===== config.mk =====
export PLATFORM = sky130hd
export DESIGN_NAME = eth_mac_cfg_ctrl
export DESIGN_NICKNAME = d
export VERILOG_FILES = /design/src/rtl/eth_mac_cfg_ctrl.sv
export SDC_FILE = /design/constraint.sdc
export NUM_CORES = 1
export LEC_CHECK = 0
export CORE_AREA = 2 2 152 154
export CTS_BUF_LIST = sky130_fd_sc_hd__clkbuf_8
export CTS_CLUSTER_DIAMETER = 60
export DETAILED_ROUTE_END_ITERATION = 6
export DIE_AREA = 0 0 154 156
export GPL_TIMING_DRIVEN = 0
export SYNTH_ARGS = -nofsm -noshare
export SYNTH_HDL_FRONTEND = slang
export SYNTH_SLANG_ARGS = --single-unit

===== constraint.sdc =====
create_clock -name clk -period 2.3 [get_ports clk]
set_input_delay 0.345 -clock clk [delete_from_list [all_inputs] [get_ports clk]]
set_output_delay 0.345 -clock clk [all_outputs]
set_load 0.005 [all_outputs]

===== src/rtl/eth_mac_cfg_ctrl.sv =====
// Ethernet MAC configuration controller: register bank, mode-change/soft-reset
// sequencer (IDLE -> QUIESCE -> RESET -> SETTLE -> IDLE) and frame statistics.
module eth_mac_cfg_ctrl #(
  parameter int RST_CYCLES      = 8,
  parameter int SETTLE_CYCLES   = 16,
  parameter int QUIESCE_TIMEOUT = 1024
) (
  input  logic        clk,
  input  logic        rst_n,
  input  logic        cfg_req_valid,
  output logic        cfg_req_ready,
  input  logic        cfg_req_write,
  input  logic [4:0]  cfg_req_addr,
  input  logic [31:0] cfg_req_wdata,
  output logic        cfg_rsp_valid,
  output logic [31:0] cfg_rsp_rdata,
  output logic        cfg_rsp_err,
  input  logic        mac_tx_busy,
  input  logic        mac_rx_busy,
  input  logic        tx_frame_done,
  input  logic        rx_frame_done,
  output logic        mac_rst_n,
  output logic        mac_tx_en,
  output logic        mac_rx_en,
  output logic        mac_promisc,
  output logic [47:0] mac_addr,
  output logic [1:0]  mac_speed,
  output logic [1:0]  mac_if_mode,
  output logic        cfg_busy
);

  localparam logic [1:0] ST_IDLE    = 2'd0;
  localparam logic [1:0] ST_QUIESCE = 2'd1;
  localparam logic [1:0] ST_RESET   = 2'd2;
  localparam logic [1:0] ST_SETTLE  = 2'd3;

  logic [1:0]  state;
  logic [31:0] cnt;
  logic        ctrl_tx_en;
  logic        ctrl_rx_en;
  logic [1:0]  spd_reg;
  logic [1:0]  mode_reg;
  logic [15:0] tx_cnt;
  logic [15:0] rx_cnt;
  logic        accept;
  logic        start_seq;
  logic        stats_clr;
  logic [31:0] rdata_d;
  logic        err_d;

  // Handshake: a request is taken on a clock edge where valid && ready;
  // its response is a single-cycle pulse on the following cycle, and ready
  // stays low while that pulse is pending or the sequencer is active.
  assign cfg_req_ready = (state == ST_IDLE) && !cfg_rsp_valid;
  assign accept        = cfg_req_valid && cfg_req_ready;
  assign cfg_busy      = (state != ST_IDLE);
  assign mac_tx_en     = (state == ST_IDLE) && ctrl_tx_en;
  assign mac_rx_en     = (state == ST_IDLE) && ctrl_rx_en;

  always_comb begin
    rdata_d   = '0;
    err_d     = 1'b0;
    start_seq = 1'b0;
    stats_clr = 1'b0;
    case (cfg_req_addr)
      5'h00: begin
        if (cfg_req_write) start_seq = cfg_req_wdata[3];
        else rdata_d = {29'd0, mac_promisc, ctrl_rx_en, ctrl_tx_en};
      end
      5'h01: if (!cfg_req_write) rdata_d = {16'd0, mac_addr[47:32]};
      5'h02: if (!cfg_req_write) rdata_d = mac_addr[31:0];
      5'h03: begin
        if (cfg_req_write) begin
          if (cfg_req_wdata[1:0] == 2'b11) err_d = 1'b1;
          else start_seq = (cfg_req_wdata[3:0] != {mac_if_mode, mac_speed});
        end else begin
          rdata_d = {28'd0, mode_reg, spd_reg};
        end
      end
      5'h04: begin
        if (cfg_req_write) err_d = 1'b1;
        else begin
          rdata_d   = {rx_cnt, tx_cnt};
          stats_clr = 1'b1;
        end
      end
      default: err_d = 1'b1;
    endcase
    if (!accept) begin
      start_seq = 1'b0;
      stats_clr = 1'b0;
    end
  end

  always_ff @(posedge clk or negedge rst_n) begin
    if (!rst_n) begin
      cfg_rsp_valid <= 1'b0;
      cfg_rsp_rdata <= '0;
      cfg_rsp_err   <= 1'b0;
      ctrl_tx_en    <= 1'b0;
      ctrl_rx_en    <= 1'b0;
      mac_promisc   <= 1'b0;
      mac_addr      <= '0;
      spd_reg       <= 2'b10;
      mode_reg      <= 2'b01;
    end else begin
      cfg_rsp_valid <= accept;
      if (accept) begin
        cfg_rsp_rdata <= cfg_req_write ? 32'd0 : rdata_d;
        cfg_rsp_err   <= err_d;
      end
      if (accept && cfg_req_write && !err_d) begin
        case (cfg_req_addr)
          5'h00: begin
            ctrl_tx_en  <= cfg_req_wdata[0];
            ctrl_rx_en  <= cfg_req_wdata[1];
            mac_promisc <= cfg_req_wdata[2];
          end
          5'h01: mac_addr[47:32] <= cfg_req_wdata[15:0];
          5'h02: mac_addr[31:0]  <= cfg_req_wdata;
          5'h03: begin
            spd_reg  <= cfg_req_wdata[1:0];
            mode_reg <= cfg_req_wdata[3:2];
          end
          default: ;
        endcase
      end
    end
  end

  // The speed/mode registers cannot change while busy, so they act as the
  // pending values and are applied on the QUIESCE -> RESET transition.
  always_ff @(posedge clk or negedge rst_n) begin
    if (!rst_n) begin
      state       <= ST_IDLE;
      cnt         <= '0;
      mac_rst_n   <= 1'b0;
      mac_speed   <= 2'b10;
      mac_if_mode <= 2'b01;
    end else begin
      case (state)
        ST_IDLE: begin
          mac_rst_n <= 1'b1;
          cnt       <= '0;
          if (start_seq) state <= ST_QUIESCE;
        end
        ST_QUIESCE: begin
          if ((!mac_tx_busy && !mac_rx_busy) ||
              (cnt == 32'(QUIESCE_TIMEOUT - 1))) begin
            state       <= ST_RESET;
            cnt         <= '0;
            mac_rst_n   <= 1'b0;
            mac_speed   <= spd_reg;
            mac_if_mode <= mode_reg;
          end else begin
            cnt <= cnt + 32'd1;
          end
        end
        ST_RESET: begin
          if (cnt == 32'(RST_CYCLES - 1)) begin
            state     <= ST_SETTLE;
            cnt       <= '0;
            mac_rst_n <= 1'b1;
          end else begin
            cnt <= cnt + 32'd1;
          end
        end
        default: begin
          if (cnt == 32'(SETTLE_CYCLES - 1)) begin
            state <= ST_IDLE;
            cnt   <= '0;
          end else begin
            cnt <= cnt + 32'd1;
          end
        end
      endcase
    end
  end

  // A frame that completes on the clearing read edge is kept as a count of 1.
  always_ff @(posedge clk or negedge rst_n) begin
    if (!rst_n) begin
      tx_cnt <= '0;
      rx_cnt <= '0;
    end else begin
      if (stats_clr) tx_cnt <= {15'd0, tx_frame_done};
      else if (tx_frame_done && tx_cnt != 16'hFFFF) tx_cnt <= tx_cnt + 16'd1;
      if (stats_clr) rx_cnt <= {15'd0, rx_frame_done};
      else if (rx_frame_done && rx_cnt != 16'hFFFF) rx_cnt <= rx_cnt + 16'd1;
    end
  end

endmodule


==> metrics.log <==
INFO  metric post_synth_inst_count = 694
INFO  metric boundaryPins = 137
INFO  metric slew_headroom = 49.3%
INFO  metric gr-usage-all-layers = 17.4%
INFO  metric sequentialPowerShare = 47.9%
INFO  metric global_route_wire_length_before_repair = 32900 um
INFO  metric pwr-share-comb = 22.3%
INFO  metric synth-edff-count = 0
INFO  metric post_synth.cell_area_avg = 11.1 sq um
INFO  metric final_critical_path_setup_slack = -0.0530 ns
INFO  metric yosys_register_bits = 160
INFO  metric ff2ff_setup_slack = -0.05 ns
INFO  metric antennaDiodeCount = 0
INFO  metric worst_hold_path_type = input port to flip-flop
INFO  metric layout_min_cycle_time = 2.35 ns
INFO  metric r2r-end = mac_addr[30]$_DFFE_PN0P_
INFO  metric largest_register = mac_addr
INFO  metric ys_seq_area_share = 51.8%
INFO  metric grt_antenna_before_repair = 0
INFO  metric finalSetupViolCount = 19
INFO  metric synth_async_sr_flop_share = 100%
INFO  metric dieArea = 24000 sq um
INFO  metric data_required_critical_path = 2.65 ns
INFO  metric numPortBuffers = 134
INFO  metric endpoint_kind = flip-flop
INFO  metric mostFrequentLayoutCell = dfrtp_1
INFO  metric crit_path_start_kind = flip-flop
INFO  metric power_density = 660 nW/um^2
INFO  metric critPathArrivalTime = 2.71 ns
INFO  metric violations = setup timing
INFO  metric rr_startpoint = state[1]$_DFFE_PN0P_
INFO  metric viasPerCell = 5.22
INFO  metric globalRoute.totalOverflow = 0
INFO  metric mostFrequentLayoutCells = dfrtp_1, clkdlybuf4s50_1, nor2_1
INFO  metric tritoncts.num_buffers = 17
INFO  metric clock-root-buffer = clkbuf_8
INFO  metric max-cap-violations = 0
INFO  metric detail_route.drc_violations = 0
INFO  metric path_clk_slew = 0.10 ns
INFO  metric worstSetupStartpoint = state[1]$_DFFE_PN0P_
INFO  metric detailedRoute.firstIterationViolations = 417
INFO  metric finalPower = 6.82 mW
INFO  metric syn-cell-area = 7730 sq um
INFO  metric post_synth_num_cell_types = 67
INFO  metric finalClockSkew = 0.0156 ns
INFO  metric max-clock-path-buffers = 2
INFO  metric globalplace.congestion = 0.789
INFO  metric cts_htree_levels = 4
INFO  metric core.rowCount = 55
INFO  metric drt_pass1_iterations = 6
INFO  metric timing.final.crit_share = 102%
INFO  metric drt-total-wl = 21000 um
INFO  metric switching_share = 33.4%
INFO  metric power.ir.vdd_worst = 300 uV
INFO  metric synth-warning-count = 0
INFO  metric instance_area_at_placement = 9480 sq um
INFO  metric core_region_area = 22400 sq um
INFO  metric syn_nets = 746
INFO  metric area.growth.synth_to_final = 33.7%
INFO  metric max_slew.worst_pin.slew = 0.757 ns
INFO  metric critical_path_sink = mac_addr[30]$_DFFE_PN0P_
INFO  metric outcome = finished, violations left
INFO  metric synth_top_flop_cell = dfrtp_1
INFO  metric rsz0062_at_grt = true
INFO  metric fmax = 425 MHz
INFO  metric clock_sinks = 160
INFO  metric clk-insertion-delay-late = 0.47 ns
INFO  metric grt_max_degree = 82
INFO  metric slew_viol_final = 0
INFO  metric criticalPathCategory = flip-flop to flip-flop
INFO  metric standby_leakage_power = 4.70 nW
INFO  metric first_global_vias = 5901
INFO  metric floorplan.die.width = 154 um
INFO  metric reg2regPathDepth = 12
INFO  metric largest_reg_flops = 48
INFO  metric share_of_layout_cells_above_drive_strength_1 = 19.4%
INFO  metric vias = 6092
INFO  metric critical_path.max_fanout = 5
INFO  metric tritoncts = built
INFO  metric finalHoldViolations = 0
INFO  metric antenna_violating_nets_post_route = 0
INFO  metric reg_top3 = mac_addr (48), cfg_rsp_rdata (32), cnt (32)
INFO  metric wire_per_inst = 18.0 um
INFO  metric detailed_place_hpwl = 14500 um
INFO  metric cellInternalPower = 4.55 mW
INFO  metric num-nets-final = 922
INFO  metric fp.dieH = 156 um
INFO  metric start_util = 34.6%
INFO  metric finalInstanceArea = 10300 sq um
INFO  metric power_switching = 2.28 mW
INFO  metric power.share.clock = 29.8%
synthesized netlist by cell type, types with 3 or more instances:
| master | n | area share [%] |
|---|---|---|
| buf_2 | 9 | 0.58 |
| a222oi_1 | 16 | 2.1 |
| nor4_1 | 9 | 0.73 |
| dfrtp_1 | 156 | 50 |
| nand2_1 | 52 | 2.5 |
| ha_1 | 7 | 1.1 |
| nor3_2 | 3 | 0.39 |
| nand4_1 | 21 | 1.7 |
| o211ai_1 | 9 | 0.87 |
| xor2_1 | 37 | 4.2 |
| a221oi_1 | 3 | 0.34 |
| mux2_4 | 10 | 1.9 |
| mux2_2 | 48 | 7.0 |
| nand3_1 | 19 | 1.2 |
| o2bb2ai_1 | 3 | 0.34 |
| nor3_1 | 6 | 0.39 |
| and3_1 | 12 | 0.97 |
| and4_1 | 11 | 1.2 |
| a21oi_1 | 11 | 0.71 |
| buf_6 | 4 | 0.58 |
| or3_1 | 6 | 0.49 |
| a22o_1 | 13 | 1.5 |
| mux2i_1 | 7 | 0.91 |
| and2_1 | 4 | 0.32 |
| a211oi_1 | 4 | 0.39 |
| nor2_1 | 71 | 3.4 |
| a22oi_1 | 14 | 1.4 |
| dfstp_2 | 4 | 1.4 |
| o21ai_0 | 17 | 1.1 |
| o31ai_1 | 3 | 0.29 |
| clkbuf_1 | 14 | 0.68 |
| inv_1 | 27 | 1.3 |
| nand3_2 | 3 | 0.39 |
| xnor2_1 | 17 | 1.9 |
cell type report:
| type | instances | area [sq um] |
|---|---|---|
| Clock inverter | 15 | 146 |
| Sequential cell | 160 | 4010 |
| Tap cell | 285 | 357 |
| Buffer | 29 | 189 |
| Timing Repair Buffer | 158 | 1620 |
| Clock buffer | 17 | 234 |
| Inverter | 29 | 116 |
| Multi-Input combinational cell | 475 | 3670 |
| Fill cell | 2129 | 12000 |
power groups by stage:
stage               combinational (mW)  sequential (mW)  clock [mW]
global route                      1.70             3.30        2.22
detailed placement                1.31             3.32           0
floorplan                        0.779             3.24           0
CTS                               1.43             3.26        2.10
global placement                  1.29             3.32           0
finish                            1.52             3.27        2.03
per-stage QoR:
step                hold WS [ns]  setup TNS, ns  worst slack, ns  utilization [%]  instances
finish                     0.226         -0.532          -0.0530             46.2       1168
global route               0.286          -6.67           -0.162             46.2       1168
CTS                        0.201          -1.02          -0.0430             45.0       1159
detailed placement         0.380         -66.82           -0.744             42.4       1114
global placement           0.456        -994.28            -5.87             42.2       1113
floorplan                 0.0494              0           0.0207                -        694
logic make-up (layout without fill, tap and decap cells):
group                    Yosys count  in the layout  synth area share [%]
multiplexers                      67             67                  10.1
adder cells (fa/ha/maj)            7              7                  1.13
AND/OR/NAND/NOR                  239            239                  16.4
flip-flops                       160            160                  51.8
buffers and inverters             59            248                  3.61
AO/OA/AOI/OAI                    108            108                  10.7
XOR/XNOR                          54             54                  6.12
repair_timing:
action / CTS / global route
hold buffers: 1 / 0
pin swaps: 5 / 5
cloned: 0 / 3
endpoints found under the setup margin: 126 / 132
resized for setup: 23 / 45
hold endpoints to repair: 80 / 0
setup buffers: 13 / 6
how the worst min path moves through the flow:
| stage | from | slack [ns] | to | cells past startpoint |
|---|---|---|---|---|
| global placement | cnt[0]$_DFF_PN0_ | 0.46 | cnt[0]$_DFF_PN0_ | 1 |
| floorplan | rst_n | 0.05 | cfg_rsp_err$_DFFE_PN0P_ | 0 |
| finish | tx_frame_done | 0.23 | tx_cnt[0]$_DFFE_PN0P_ | 3 |
| CTS | tx_frame_done | 0.20 | tx_cnt[0]$_DFFE_PN0P_ | 3 |
| global route | tx_frame_done | 0.29 | tx_cnt[0]$_DFFE_PN0P_ | 3 |
| detailed placement | rst_n | 0.38 | cnt[3]$_DFF_PN0_ | 1 |
per-layer routing:
| layer | GRT usage [%] | vias to the layer above | share of wire, % |
|---|---|---|---|
| met1 | 24.8 | 3042 | 49 |
| met3 | 3.33 | 21 | 4.3 |
| met4 | 5.61 | 0 | 1.7 |
| li1 | - | 2879 | - |
| met2 | 26.7 | 150 | 45 |
| met5 | 0 | - | 0 |
worst max-delay path, cell delays in order, from the launching register on:
cell	delay, ns
dfrtp_1	0.41
inv_2	0.09
ha_4	0.16
inv_4	0.05
nor2_4	0.11
nand2_4	0.07
clkinv_4	0.06
nand3_4	0.06
a311o_4	0.36
nor3_4	0.21
buf_6	0.20
clkbuf_16	0.18
mux2_4	0.29
No activity file was read; power rests on OpenSTA's default activity.
